### src/rtl/plot_point_feeder.sv
// rtl/plot_point_feeder.sv - Clamped (x,y) sample FIFO released one point per N frame events
// Samples are clamped to the plot window on entry and popped only on frame boundaries.
module plot_point_feeder #(
   parameter int DEPTH            = 16,
   parameter int X_LIMIT          = 511,
   parameter int Y_LIMIT          = 217,
   parameter int FRAMES_PER_POINT = 1
) (
   input  logic                     CLOCK_50,
   input  logic                     RESET_N,
   input  logic                     in_valid,
   output logic                     in_ready,
   input  logic [9:0]               in_x,
   input  logic [9:0]               in_y,
   input  logic                     frame_start,
   input  logic                     flush,
   output logic [17:0]              point,
   output logic                     point_valid,
   output logic [$clog2(DEPTH):0]   count,
   output logic                     underrun
);

   localparam int AW = $clog2(DEPTH);
   localparam int CW = AW + 1;

   typedef enum logic {IDLE, SHOW} state_t;

   logic [17:0]   r_mem [DEPTH];
   logic [AW-1:0] r_wptr;
   logic [AW-1:0] r_rptr;
   logic [CW-1:0] r_count;
   logic          r_fs_q;
   logic [7:0]    r_fc;
   logic [17:0]   r_point;
   logic          r_underrun;
   state_t        r_state;
   state_t        w_state_next;

   logic [8:0]    w_x_c;
   logic [8:0]    w_y_c;
   logic          w_fev;
   logic          w_rel;
   logic          w_empty;
   logic          w_push;
   logic          w_pop;

   assign w_x_c   = (in_x > 10'(X_LIMIT)) ? 9'(X_LIMIT) : in_x[8:0];
   assign w_y_c   = (in_y > 10'(Y_LIMIT)) ? 9'(Y_LIMIT) : in_y[8:0];
   assign w_fev   = frame_start & ~r_fs_q;
   assign w_rel   = w_fev & (r_fc == 8'(FRAMES_PER_POINT - 1));
   assign w_empty = (r_count == '0);

   // Ready comes from the registered count only; a full FIFO never accepts, even when popping.
   assign in_ready = (r_count != CW'(DEPTH));
   assign w_push   = in_valid & in_ready & ~flush;
   assign w_pop    = w_rel & ~w_empty & ~flush;

   assign point       = r_point;
   assign point_valid = (r_state == SHOW);
   assign count       = r_count;
   assign underrun    = r_underrun;

   always_ff @(posedge CLOCK_50) begin
      if (w_push) r_mem[r_wptr] <= {w_x_c, w_y_c};
   end

   always_ff @(posedge CLOCK_50 or negedge RESET_N) begin
      if (!RESET_N) begin
         r_wptr     <= '0;
         r_rptr     <= '0;
         r_count    <= '0;
         r_fs_q     <= 1'b0;
         r_fc       <= '0;
         r_point    <= '0;
         r_underrun <= 1'b0;
         r_state    <= IDLE;
      end else begin
         r_fs_q     <= frame_start;
         r_state    <= w_state_next;
         r_underrun <= w_rel & w_empty & ~flush;
         if (flush) begin
            r_wptr  <= '0;
            r_rptr  <= '0;
            r_count <= '0;
            r_fc    <= '0;
         end else begin
            if (w_push) r_wptr <= r_wptr + 1'b1;
            if (w_pop) begin
               r_rptr  <= r_rptr + 1'b1;
               r_point <= r_mem[r_rptr];
            end
            if (w_push && !w_pop)      r_count <= r_count + 1'b1;
            else if (w_pop && !w_push) r_count <= r_count - 1'b1;
            if (w_rel)      r_fc <= '0;
            else if (w_fev) r_fc <= r_fc + 1'b1;
         end
      end
   end

   always_comb begin
      w_state_next = r_state;
      if (flush)                            w_state_next = IDLE;
      else if (r_state == IDLE && w_pop)    w_state_next = SHOW;
   end

endmodule

### config.mk
export PLATFORM = sky130hd
export DESIGN_NAME = plot_point_feeder
export DESIGN_NICKNAME = d
export VERILOG_FILES = /design/src/rtl/plot_point_feeder.sv
export SDC_FILE = /design/constraint.sdc
export NUM_CORES = 1
export LEC_CHECK = 0
export CORE_MARGIN = 2
export CORE_UTILIZATION = 25
export DETAILED_ROUTE_END_ITERATION = 7
export GPL_TIMING_DRIVEN = 0
export PLACE_DENSITY = 0.42
export SLEW_MARGIN = 40
export SYNTH_ARGS = -nofsm -noshare
export SYNTH_HDL_FRONTEND = slang
export SYNTH_SLANG_ARGS = --single-unit
export TNS_END_PERCENT = 20
### constraint.sdc
create_clock -name CLOCK_50 -period 3.7 [get_ports CLOCK_50]
set_input_delay 0.74 -clock CLOCK_50 [delete_from_list [all_inputs] [get_ports CLOCK_50]]
set_output_delay 0.74 -clock CLOCK_50 [all_outputs]
set_load 0.02 [all_outputs]
==> out/metrics.yaml <==
status: "finished clean"
seq_area_frac_synth: 0.742
grtUsageMet2: 0.182
firstDrtPassIters: 4
routed_wl_um: 31800
p_total_mw: 9.35
ir_drop_uv: 248
diodes: 0
yosys_warnings: 0
htree_levels: 2
r2r_cells: 10
worstMarginPinSlew_ns: 0.832
use_met1: 0.176
slowest_delay_ns: 0.60
rsz0062_at_grt: "false"
period_needed_ns: 3.32
r2r_start: "count[0]$_DFFE_PN0P_"
synth_ff_type: "edfxtp_1"
required_ns: 4.10
slowest_stage: "a21boi_1"
grt_pass1_vias: 6885
grt_pass1_wl_um: 47200
top_usage_layer: "met2"
cts_buffers: 38
dp_hpwl_um: 20700
fp.dieH_um: 233
finalClockSkew_ns: 0.0152
die_area_mm2: 0.0541
cp-end-kind: "flop"
path_cells: "clkdlybuf4s50_1 -> a21boi_1 -> o21ai_2 -> or2_2 -> fa_1 -> a21o_1 -> a21oi_1 -> and4_1 -> o21ai_0 -> nor3b_1"
power_density_mw_per_mm2: 579
hold_end: "point[2]$_DFFE_PN0P_"
multi_input_area_mm2: 0.00338
arrival_ns: 3.72
drive_gt1_frac: 0.241
dr.first_iter.drc_count: 379
grt_overflow_total: 0
final_cells: 1496
r2r_slack_ns: 0.47
dp_cells: 1430
syn_area_per_cell_um2: 19.5
setup_slack_ns: 0.379
fill_cells: 5060
die_w_um: 233
num_vias: 6531
initial_core_util: 0.254
io_buffers: 49
layout.nets: 828
leakage_nw: 5.21
synthToLayoutAreaGrowth_pct: 23.5
clk_latency_ns: 0.55
fin_crit_sh: 0.897
pre_cts_ws_ns: -0.145
min_from: "point[2]$_DFFE_PN0P_"
cts_max_path_buffers: 3
synth_cell_types: 52
syn-instance-count: 669
synth_edf_count: 288
fp.coreArea_mm2: 0.0515
postRouteAntennaNets: 0
min_path_type: "reg2reg"
cap_violations: 0
min_delay_path_depth: 1
cts_root_buf: "clkbuf_16"
slew_viol_final: 0
setup_viol: 0
wire_per_inst_um: 21.3
drc_errors: 0
cp-start-kind: "input port"
rows: 83
r2r-end: "count[4]$_DFFE_PN0P_"
worstPathMaxFanout: 8
relSlewSlack: 0.445
cts_tree: "done"
finalWeightedCongestion: 0.699
numClockSinks: 330
ys_ff_latch: 330
hold_violations: 0
grt_start_max_net_pins: 34
antenna_found_initial: 0
met3_usage: 0.0224
clk_pin_slew_worst_paths_ns: 0.05
grt_usage: 0.121
vias_per_cell: 4.37
syn-cell-area_mm2: 0.0131
criticalPathCategory: "in2reg"
regArea_mm2: 0.00970
ios: 51
fmax_mhz: 301
synthArstFlopShare: 0.127
post_cts_buffers: 0
-- cell type report --
cell class / instances / area share
Buffer: 30 / 0.00984
Clock buffer: 56 / 0.0676
Clock inverter: 9 / 0.00225
Inverter: 6 / 0.00139
Multi-Input combinational cell: 318 / 0.209
Sequential cell: 330 / 0.601
Tap cell: 680 / 0.0527
Timing Repair Buffer: 67 / 0.0563
-- cell usage after synthesis, types with 2 or more instances --
cell,number,area share
and2_1,4,0.0019
nand4b_1,2,0.0013
dfrtp_1,42,0.080
xnor2_1,5,0.0033
xor2_1,6,0.0040
buf_6,3,0.0026
a21oi_1,14,0.0054
ha_1,11,0.011
nor2_1,33,0.0095
o21ai_0,7,0.0027
a22oi_1,36,0.021
buf_2,9,0.0034
inv_1,6,0.0017
buf_1,5,0.0014
or2_2,10,0.0048
nor2b_1,3,0.0014
nand2_1,17,0.0049
a211oi_1,2,0.0011
nand3_1,5,0.0019
o21ai_2,2,0.0013
a21o_1,19,0.011
a22o_1,2,0.0013
nor3_1,4,0.0015
clkbuf_1,12,0.0034
edfxtp_1,288,0.66
and3_1,2,0.00096
mux4_2,72,0.12
nand2b_1,6,0.0029
o31ai_1,2,0.0011
a21oi_2,12,0.0080
or3_1,6,0.0029
nand3_2,2,0.0015
-- per-layer routing --
layer,vias up,share of wire,wire (µm)
met2,133,0.45,14200
met4,0,0.018,580
met5,-,0,0
li1,2947,-,-
met1,3404,0.49,15700
met3,47,0.041,1300
-- per-stage QoR --
step | util | hold WS [ns] | setup TNS (ns) | instance area, µm²
global placement | 0.281 | 0.473 | -190.67 | 14500
global route | 0.313 | 0.497 | 0 | 16100
finish | 0.313 | 0.480 | 0 | 16100
CTS | 0.313 | 0.491 | 0 | 16100
floorplan | - | 0.444 | 0 | 13100
detailed placement | 0.291 | 0.479 | -0.145 | 15000
-- timing repair --
| action | CTS | global route |
|---|---|---|
| endpoints found under the hold margin | 5 | 0 |
| gates resized for setup | 0 | 0 |
| hold buffers | 1 | 0 |
| setup endpoints to repair | 0 | 0 |
-- state kept, by name, indices dropped and copies added (netlist names) --
name         count
count            5
point           18
point_valid      1
r_fc             8
r_fs_q           1
r_mem          288
r_rptr           4
r_wptr           4
underrun         1
-- logic make-up (layout without fill, tap and decap cells) --
kind of cell	after synthesis	in the layout	share of synthesized area
simple gates	106	106	0.0443
xor+xnor	11	11	0.00737
flops	330	330	0.742
other cells	1	16	0.000287
fa+ha+maj	12	12	0.0121
buf+inv	36	168	0.0138
compound gates	100	100	0.0551
mux	73	73	0.125
-- worst max path at each step --
stage                         startpoint                    end  cells past startpoint
floorplan           count[1]$_DFFE_PN0P_   count[4]$_DFFE_PN0P_                     10
global placement                in_valid  r_mem[2][9]$_DFFE_PP_                      4
detailed placement              in_valid   count[4]$_DFFE_PN0P_                     10
CTS                             in_valid   count[4]$_DFFE_PN0P_                     10
global route                    in_valid   count[4]$_DFFE_PN0P_                     10
finish                          in_valid   count[4]$_DFFE_PN0P_                     10
-- cell usage in the layout, fill, tap and decap left out, types with 9 or more instances in the layout --
master           synthesis  final
nor2_1                  33     16
clkbuf_1                12     25
a21o_1                  19     19
clkbuf_16                0     41
or2_2                   10     10
a21oi_1                 14     14
mux4_2                  72     72
clkdlybuf4s50_1          0     48
conb_1                   1     16
nor2_4                   1     17
ha_1                    11     11
a21oi_2                 12     12
dfrtp_1                 42     42
edfxtp_1               288    288
a22oi_1                 36     36
buf_2                    9      9
buf_16                   0     12
nand2_1                 17     17
-- power breakdown --
part           internal (mW)  total, mW  switching (mW)
clock                   2.03       3.47            1.44
sequential              4.22       4.36           0.140
combinational          0.730       1.52           0.789
-- critical path: cells and delay by family --
kind	cells	cell delay (ns)
AO/OA/AOI/OAI	5	1.30
buffers and inverters	1	0.50
adder cells (fa/ha/maj)	1	0.42
AND/OR/NAND/NOR	3	0.77
Note: power is estimated with default switching activity, not from simulation.
